**src/rtl/sdp_ram_pkg.sv**
```systemverilog
// -----------------------------------------------------------------------------
// sdp_ram_pkg
// Shared definitions for the simple dual-port RAM slice:
//   - state_e        : controller states (ST_INIT = post-reset clear, ST_RUN)
//   - *_DEFAULT      : default DW / AW / RD_LAT parameter values
//   - RD_LAT_MIN/MAX : legal bounds of the read latency parameter
// Optional build macro used by the slice: SDP_RAM_FWD_EN (see sdp_ram.sv).
// -----------------------------------------------------------------------------
package sdp_ram_pkg;

  typedef enum logic {
    ST_INIT = 1'b0,
    ST_RUN  = 1'b1
  } state_e;

  localparam int DW_DEFAULT     = 8;
  localparam int AW_DEFAULT     = 6;
  localparam int RD_LAT_DEFAULT = 1;

  localparam int RD_LAT_MIN = 1;
  localparam int RD_LAT_MAX = 2;

endpackage

```
**src/rtl/sdp_ram_rdpipe.sv**
```systemverilog
// -----------------------------------------------------------------------------
// sdp_ram_rdpipe
// Read-data / read-valid delay line of RD_LAT stages. The last stage is the
// registered output: dout only loads when a read completes, so it holds its
// previous value otherwise.
// Ports:
//   clk, rst          : clock, synchronous active-high reset
//   in_vld, in_data   : read accepted this cycle and the word it returns
//   dout, dout_vld    : registered read data and its one-cycle valid pulse
// -----------------------------------------------------------------------------
module sdp_ram_rdpipe
  import sdp_ram_pkg::*;
#(
  parameter int DW     = DW_DEFAULT,
  parameter int RD_LAT = RD_LAT_DEFAULT
) (
  input  logic          clk,
  input  logic          rst,
  input  logic          in_vld,
  input  logic [DW-1:0] in_data,
  output logic [DW-1:0] dout,
  output logic          dout_vld
);

  logic          last_vld;
  logic [DW-1:0] last_data;

  // Only RD_LAT of 1 or 2 is legal; latency 2 adds one unconditional stage
  // ahead of the output register.
  if (RD_LAT >= RD_LAT_MAX) begin : g_lat2
    logic          vld_q;
    logic [DW-1:0] data_q;

    always_ff @(posedge clk) begin
      if (rst) begin
        vld_q  <= 1'b0;
        data_q <= '0;
      end else begin
        vld_q  <= in_vld;
        data_q <= in_data;
      end
    end

    assign last_vld  = vld_q;
    assign last_data = data_q;
  end else begin : g_lat1
    assign last_vld  = in_vld;
    assign last_data = in_data;
  end

  always_ff @(posedge clk) begin
    if (rst) begin
      dout     <= '0;
      dout_vld <= 1'b0;
    end else begin
      dout_vld <= last_vld;
      if (last_vld) begin
        dout <= last_data;
      end
    end
  end

endmodule

```
**src/rtl/sdp_ram.sv**
```systemverilog
// -----------------------------------------------------------------------------
// sdp_ram
// Simple dual-port RAM (one write port, one read port, single clock) with
// byte-lane write enables, a self-clearing memory after reset and a
// configurable read latency.
// Handshake: there is no back-pressure. In ST_RUN every cycle with wr_en=1 is
// a write and every cycle with rd_en=1 is a read; during ST_INIT (init_busy=1)
// both requests are dropped.
// Ports:
//   clk, rst                 : clock, synchronous active-high reset
//   wr_en, wr_addr, wr_be,   : write request, address, byte-lane enables
//   din                      :   and write data
//   rd_en, rd_addr           : read request and address
//   dout, dout_vld           : read data and its one-cycle valid pulse,
//                              RD_LAT cycles after the read is accepted
//   init_busy                : high while memory is being cleared
// Build macro: SDP_RAM_FWD_EN -- when defined, a read and write to the same
// address in the same cycle return the merged (newly written) word instead of
// the pre-write data.
// -----------------------------------------------------------------------------
module sdp_ram
  import sdp_ram_pkg::*;
#(
  parameter int DW     = DW_DEFAULT,
  parameter int AW     = AW_DEFAULT,
  parameter int RD_LAT = RD_LAT_DEFAULT
) (
  input  logic            clk,
  input  logic            rst,
  input  logic            wr_en,
  input  logic [AW-1:0]   wr_addr,
  input  logic [DW/8-1:0] wr_be,
  input  logic [DW-1:0]   din,
  input  logic            rd_en,
  input  logic [AW-1:0]   rd_addr,
  output logic [DW-1:0]   dout,
  output logic            dout_vld,
  output logic            init_busy
);

  localparam int DEPTH = 2 ** AW;
  localparam int NB    = DW / 8;

  state_e        state_q, state_d;
  logic [AW-1:0] clr_cnt_q, clr_cnt_d;

  logic [DW-1:0] mem [DEPTH];

  logic          run;
  logic          mem_we;
  logic [AW-1:0] mem_waddr;
  logic [DW-1:0] mem_wdata;
  logic [DW-1:0] wr_old;
  logic [DW-1:0] wr_merged;
  logic [DW-1:0] rd_word;

  // ---------------------------------------------------------------------------
  // Controller: clear every address once after reset, then run.
  // ---------------------------------------------------------------------------
  always_ff @(posedge clk) begin
    if (rst) begin
      state_q   <= ST_INIT;
      clr_cnt_q <= '0;
    end else begin
      state_q   <= state_d;
      clr_cnt_q <= clr_cnt_d;
    end
  end

  always_comb begin
    state_d   = state_q;
    clr_cnt_d = clr_cnt_q;
    case (state_q)
      ST_INIT: begin
        // The counter wraps back to 0 on the last clear, leaving it parked.
        clr_cnt_d = clr_cnt_q + 1'b1;
        if (clr_cnt_q == {AW{1'b1}}) begin
          state_d = ST_RUN;
        end
      end
      ST_RUN: begin
        state_d = ST_RUN;
      end
      default: begin
        state_d = ST_INIT;
      end
    endcase
  end

  assign run       = (state_q == ST_RUN);
  assign init_busy = (state_q == ST_INIT);

  // ---------------------------------------------------------------------------
  // Write port. Byte enables are applied as a read-modify-write of the whole
  // word so the array has a single full-word write; the same merged word
  // feeds the optional forwarding path.
  // ---------------------------------------------------------------------------
  assign wr_old = mem[wr_addr];

  for (genvar b = 0; b < NB; b++) begin : g_lane
    assign wr_merged[8*b +: 8] = wr_be[b] ? din[8*b +: 8] : wr_old[8*b +: 8];
  end

  assign mem_we    = !rst && (!run || wr_en);
  assign mem_waddr = run ? wr_addr : clr_cnt_q;
  assign mem_wdata = run ? wr_merged : '0;

  always_ff @(posedge clk) begin
    if (mem_we) begin
      mem[mem_waddr] <= mem_wdata;
    end
  end

  // ---------------------------------------------------------------------------
  // Read port. The array read happens before this edge's write lands, so a
  // same-address collision naturally returns the old word.
  // ---------------------------------------------------------------------------
`ifdef SDP_RAM_FWD_EN
  assign rd_word = (wr_en && (wr_addr == rd_addr)) ? wr_merged : mem[rd_addr];
`else
  assign rd_word = mem[rd_addr];
`endif

  sdp_ram_rdpipe #(
    .DW     (DW),
    .RD_LAT (RD_LAT)
  ) u_rdpipe (
    .clk      (clk),
    .rst      (rst),
    .in_vld   (run && rd_en),
    .in_data  (rd_word),
    .dout     (dout),
    .dout_vld (dout_vld)
  );

endmodule

```
**config.mk**
```make
export PLATFORM = sky130hd
export DESIGN_NAME = sdp_ram
export DESIGN_NICKNAME = d
export VERILOG_FILES = /design/src/rtl/sdp_ram_pkg.sv /design/src/rtl/sdp_ram_rdpipe.sv /design/src/rtl/sdp_ram.sv
export SDC_FILE = /design/constraint.sdc
export NUM_CORES = 1
export LEC_CHECK = 0
export BUFFER_PORTS_ARGS = -buffer_cell sky130_fd_sc_hd__buf_2
export CAP_MARGIN = 20
export CORE_ASPECT_RATIO = 0.75
export CORE_MARGIN = 2
export CORE_UTILIZATION = 40
export CTS_BUF_LIST = sky130_fd_sc_hd__clkbuf_16
export DETAILED_ROUTE_END_ITERATION = 10
export GPL_ROUTABILITY_DRIVEN = 0
export PLACE_DENSITY = 0.55
export SYNTH_ARGS = -nofsm -noshare
export SYNTH_HDL_FRONTEND = slang
export SYNTH_SLANG_ARGS = --single-unit
```
**constraint.sdc**
```tcl
create_clock -name clk -period 4.05 [get_ports clk]
set_input_delay 0.405 -clock clk [delete_from_list [all_inputs] [get_ports clk]]
set_output_delay 0.405 -clock clk [all_outputs]
set_load 0.01 [all_outputs]
```
==> out/metrics.yaml, run 1 <==
run_status: "finished, final reports clean"
clockRootBuffer: "clkbuf_16"
ant_nets: 0
fin_util_pct: 46.8
critical_path_class: "in2reg"
ys_ff_latch: 528
netlist_area_mm2: 0.0249
seqPwrFrac_pct: 50.4
drive_above_1_share_pct: 31.7
drt_iter0_markers: 2045
stdcell_count: 2439
cts_tree: "built"
start_util_pct: 40.3
htreeDepth: 2
crit_path_end_kind: "flop"
rrSetupSlack_ns: 0.89
pin_count: 35
grt_overflow: 0
final-hold-violation-count: 0
switching_share_pct: 22.8
max-vdd-ir-drop_uv: 333
route.vias.total: 15400
area_growth_pct: 16.2
clkPwrFrac_pct: 41.9
dpl.cell_count: 2337
finalNetCount: 1611
syn_nets: 1480
maxSlewViolCount: 0
die_area_mm2: 0.0643
post-cts-setup-buffer-count: 0
die_w_um: 292
synth.avg_cell_area_um2: 17.1
layout_commonest_cell: "edfxtp_1"
synthFlopType: "edfxtp_1"
setup_viol: 0
rsz0062_at_grt: "no"
fmax_ghz: 0.306
startpoint_type: "input port"
dr.pass1.iters: 5
route.detailed.drc: 0
grt_use_total_pct: 24.2
layout_common_cells: "edfxtp_1, mux4_2, mux2i_1"
wl_per_cell_um: 31.6
power_density_mw_per_mm2: 407
required_ns: 4.38
p_switching_uw: 2680
wl_mm: 77.2
path_max_fanout: 82
core_area_mm2: 0.0618
cts_made_buffers: 54
hold_buffers: 0
std_cell_rows: 79
clk_path_buf_depth: 3
grt_pass1_vias: 15000
dpl.hpwl_mm: 52.6
p_comb_share_pct: 7.7
antenna_found_initial: 3
crit_arrival_ns: 3.60
clk_latency_ns: 0.61
internal-power_uw: 9080
io_buffers: 34
worstHoldPathType: "in2reg"
cap_violations: 0
fin_crit_sh_pct: 80.7
yosysWarnings: 0
cts_resized: 0
max_slew_margin_pct: 25.2
async_reset_ff_share_pct: 0
cts.clk_slew.worst_paths_ns: 0.06
viasPerCell: 6.32
fin_skew_ns: 0.0133
grt_pass1_wl_mm: 110
synthCells: 1454
synth_cell_types: 52
worst_pin_slew_ns: 1.09
period_minus_slack_ns: 3.27
die_h_um: 220
synth_edf_count: 512
ys_seq_area_share_pct: 63.0
cts_sinks: 528
leakage_uw: 0.00997
grt_max_degree: 83
==> area by class of cell <==
type                            instances  area [um^2]
Fill cell                            5201        32900
Sequential cell                       528        15700
Multi-Input combinational cell        804         8820
Timing Repair Buffer                  189         1630
Clock buffer                           57         1430
Tap cell                              810         1010
Clock inverter                         41          297
Inverter                                8         30.0
Antenna cell                            2         5.00
==> power by group through the flow <==
stage / sequential [uW] / clock [uW] / combinational [uW]
global route: 5930 / 5220 / 943
detailed placement: 6050 / 0 / 895
global placement: 6050 / 0 / 885
CTS: 5930 / 4990 / 897
finish: 5930 / 4920 / 905
floorplan: 6040 / 0 / 536
==> layer usage <==
layer | vias up | global-route usage, % | share of wire [%]
met2 | 778 | 34.1 | 42
met3 | 125 | 5.08 | 9.6
met4 | 2 | 6.31 | 2.6
met1 | 8140 | 37.9 | 46
li1 | 6363 | - | -
met5 | - | 0 | 0.017
==> per-stage QoR <==
stage | hold slack [ns] | power, uW | instance area, um^2 | TNS [ns] | worst slack [ns]
floorplan | 0.481 | 6580 | 24900 | -34.24 | -0.0727
CTS | 0.0688 | 11800 | 28900 | 0 | 0.887
global route | 0.120 | 12100 | 28900 | 0 | 0.740
detailed placement | 0.486 | 6940 | 27200 | 0 | 0.224
global placement | 0.480 | 6930 | 27100 | -78.18 | -1.02
finish | 0.106 | 11800 | 28900 | 0 | 0.780
==> kinds of logic after synthesis <==
group / after synthesis / share of synthesized area (%)
muxes: 357 / 23.5
and+or+nand+nor: 221 / 4.27
AOI/OAI and AO/OA: 221 / 6.80
DFF: 528 / 63.0
adders and majority gates: 1 / 0.0503
buffers and inverters: 122 / 2.25
xor gates and xnor gates: 4 / 0.141
==> final timing paths <==
path                                        from                end  cells past startpoint
worst max register to register               run         mem[58][1]                      5
worst min-delay path                       rd_en  u_rdpipe.dout_vld                      3
worst min register to register  u_rdpipe.dout[5]   u_rdpipe.dout[5]                      2
worst max-delay path                  wr_addr[2]         mem[20][6]                      9
==> cell usage after synthesis (all sizes together) (2+ instances only) <==
master | number | area [um^2]
nand2b | 9 | 56.3
dfxtp | 16 | 320
nor2b | 38 | 238
or2 | 2 | 12.5
a2111oi | 38 | 333
mux2i | 121 | 1210
mux2 | 61 | 687
o32a | 2 | 20.0
inv | 7 | 26.3
nor4 | 16 | 100
buf | 81 | 405
o21ai | 5 | 25.0
a221oi | 2 | 17.5
nor2 | 95 | 357
or3 | 5 | 31.3
xnor2 | 2 | 17.5
o221ai | 14 | 123
a211oi | 32 | 240
xor2 | 2 | 17.5
o22ai | 39 | 244
clkbuf | 33 | 124
nor3 | 8 | 40.0
nand3 | 14 | 70.1
a22o | 56 | 490
a21oi | 22 | 110
a22oi | 2 | 15.0
edfxtp | 512 | 15400
mux4 | 175 | 3940
nand2 | 26 | 97.6
==> critical path, cell delays in order <==
cell	delay, ns
buf_8	0.58
buf_4	0.43
mux2i_1	0.24
a22o_1	0.17
a2111oi_0	0.07
buf_1	0.20
nor4_1	0.92
o221ai_4	0.25
buf_12	0.24
==> registers in the layout, indices dropped and copies added (netlist names) <==
register / cells
clr_cnt_q: 6
u_rdpipe.dout_vld: 1
mem: 512
u_rdpipe.dout: 8
run: 1
Power figures use the tool's default switching activity.
==> run 2: changes to the inputs <==
==> constraint.sdc (replaced) <==
create_clock -name clk -period 2.8 [get_ports clk]
set_input_delay 0.28 -clock clk [delete_from_list [all_inputs] [get_ports clk]]
set_output_delay 0.28 -clock clk [all_outputs]
set_load 0.01 [all_outputs]
==> run 2 against run 1 <==
  * Count of clock-buffer cells in the layout unchanged
  * Global-route usage about the same
  * Combinational power up 57%
  * Final cell count up 4.1%
  * Wire length down 0.45%
  * Clock power up 42%
  * Critical path depth up 1
==> out/metrics.yaml, run 2 (same netlist as run 1, synthesis figures left out) <==
antenna_found_initial: 0  # was 3
largest-register: "mem"  # unchanged
wl_per_cell_um: 30.3  # was 31.6 um
die_area_mm2: 0.0643  # unchanged
grt_pass1_wl_mm: 111  # was 110 mm
crit_arrival_ns: 3.11  # was 3.60 ns
maxSlewViolCount: 0  # unchanged
worstHoldStart: "rd_addr[4]"  # was rd_en
area_growth_pct: 19.8  # was 16.2%
worstHoldPathType: "in2reg"  # unchanged
hold_ws_ns: 0.0529  # was 0.106 ns
layout_commonest_cell: "edfxtp_1"  # unchanged
rsz0062_at_grt: "no"  # unchanged
route.vias.total: 15500  # was 15400
cts_made_buffers: 54  # unchanged
fin_crit_sh_pct: 96.2
dpl.hpwl_mm: 55.2  # was 52.6 mm
rrSetupSlack_ns: 0.12  # was 0.89 ns
fin_skew_ns: 0.0206  # was 0.0133 ns
pin_count: 35  # unchanged
largest_reg_flops: 512  # unchanged
cts_sinks: 528  # unchanged
cap_violations: 0  # unchanged
layout_common_cells: "edfxtp_1, buf_4, mux4_2"  # was edfxtp_1, mux4_2, mux2i_1
worstHoldPathCells: 3  # unchanged
max-vdd-ir-drop_uv: 470  # was 333 uV
grt_overflow: 0  # unchanged
htreeDepth: 2  # unchanged
power_density_mw_per_mm2: 569  # was 407 mW/mm^2
min_to: "u_rdpipe.dout[6]"  # was u_rdpipe.dout_vld
crit_path_end_kind: "flop"  # unchanged
internal-power_uw: 13100  # was 9080 uW
grt_pass1_vias: 15400  # was 15000
period_minus_slack_ns: 2.69
drive_above_1_share_pct: 35.3  # was 31.7%
multi_input_area_mm2: 0.00882  # about the same
required_ns: 3.22  # was 4.38 ns
grt_use_total_pct: 24.2  # about the same
switching_share_pct: 22.6  # was 22.8%
viasPerCell: 6.12  # was 6.32
wl_mm: 76.8  # was 77.2 mm
ant_nets: 0  # unchanged
core_area_mm2: 0.0618  # unchanged
cts_tree: "built"  # unchanged
grt_max_degree: 45  # was 83
p_comb_share_pct: 8.4  # was 7.7%
dr.pass1.iters: 5  # unchanged
clkPwrFrac_pct: 41.1  # was 41.9%
diodes: 0  # was 2
finalNetCount: 1710  # was 1611
path_max_fanout: 44  # was 82
max_slew_margin_pct: 24.7  # was 25.2%
place_ws_ns: -0.647  # was 0.224 ns
die_h_um: 220  # unchanged
reg_top3: "mem x512, u_rdpipe.dout x8, clr_cnt_q x6"  # unchanged
seqPwrFrac_pct: 50.6  # was 50.4%
io_buffers: 34  # unchanged
start_util_pct: 40.3  # unchanged
reg2reg_from: "mem[55][2]"  # was run
clk_latency_ns: 0.61  # about the same
drt_iter0_markers: 2148  # was 2045
final-hold-violation-count: 0  # unchanged
nFillCells: 5186  # was 5201
clk_path_buf_depth: 3  # unchanged
crit_start: "wr_addr[2]"  # unchanged
post-cts-setup-buffer-count: 0  # unchanged
leakage_uw: 0.0105  # was 0.00997 uW
startpoint_type: "input port"  # unchanged
worst_pin_slew_ns: 1.13  # was 1.09 ns
rr_worst_depth: 5  # unchanged
run_status: "finished, final reports clean"  # unchanged
die_w_um: 292  # unchanged
timing.final.ws_setup_ns: 0.106  # was 0.780 ns
p_switching_uw: 3830  # was 2680 uW
register_area_mm2: 0.0157  # unchanged
clockRootBuffer: "clkbuf_16"  # unchanged
route.detailed.drc: 0  # unchanged
std_cell_rows: 79  # unchanged
fmax_ghz: 0.371
reg2reg_to: "mem[11][2]"  # was mem[58][1]
critical_path_class: "in2reg"  # unchanged
setup_viol: 0  # unchanged
cts.clk_slew.worst_paths_ns: 0.06  # about the same
==> run 2: cell count changes in the layout (fill, tap and decap cells not counted), sizes merged, moves of 2 or more <==
| cell | before | now |
|---|---|---|
| diode | 2 | 0 |
| clkinvlp | 4 | 2 |
| clkinv | 21 | 28 |
| buf | 187 | 285 |
==> run 2: cell type report <==
type                            instances  share of cell area (%)
Sequential cell                       528                    52.6
Multi-Input combinational cell        804                    29.6
Clock inverter                         44                   0.927
Timing Repair Buffer                  288                    8.62
Tap cell                              810                    3.40
Clock buffer                           57                    4.78
Inverter                                8                   0.101
==> run 2: worst max-delay path: stages <==
cell	delay, ns
buf_8	0.17
buf_4	0.32
buf_4	0.26
mux2i_1	0.09
a22o_1	0.25
a2111oi_2	0.77
nor4_1	0.16
buf_4	0.22
o221ai_4	0.26
buf_12	0.25
==> run 2: worst max-delay path by stage <==
| stage | end | slack [ns] | cells past startpoint |
|---|---|---|---|
| floorplan | mem[0][0] | 0.01 | 6 |
| global placement | mem[33][6] | -1.38 | 10 |
| detailed placement | mem[45][4] | -0.65 | 9 |
| CTS | mem[62][5] | 0.1 | 10 |
| global route | mem[17][6] | 0.02 | 10 |
| finish | mem[26][6] | 0.11 | 10 |
==> run 2: stage by stage <==
step | util, % | setup TNS, ns | area, um^2 | cells | power, uW
after floorplan | - | 0 | 25000 | 1454 | 9530
after global placement | 45.4 | -223.91 | 28100 | 2433 | 10100
after detailed placement | 45.5 | -153.96 | 28100 | 2435 | 10100
after CTS | 48.2 | 0 | 29800 | 2536 | 17100
after global routing | 48.3 | 0 | 29800 | 2539 | 17500
final | 48.3 | 0 | 29800 | 2539 | 17000
==> run 2: routing by layer <==
metal | share of wire, % | track usage [%] | vias to the layer above
met5 | 0 | 0 | -
met4 | 1.4 | 4.47 | 0
met3 | 11 | 6.35 | 82
met2 | 42 | 34.4 | 728
met1 | 46 | 37.4 | 8158
li1 | - | - | 6569
==> run 2: power groups by stage <==
stage	registers, uW	clock network, uW	logic (uW)
after detailed placement	8740	0	1400
after CTS	8580	7090	1410
final	8580	6970	1420
after global placement	8740	0	1400
after global routing	8570	7430	1490
after floorplan	8740	0	791
==> run 2: repair_timing <==
action,4_1_cts,5_1_grt
pin swaps,0,0
endpoints found under the hold margin,0,0
gates resized for setup,1,1
hold buffers,0,0
endpoints found under the setup margin,40,40
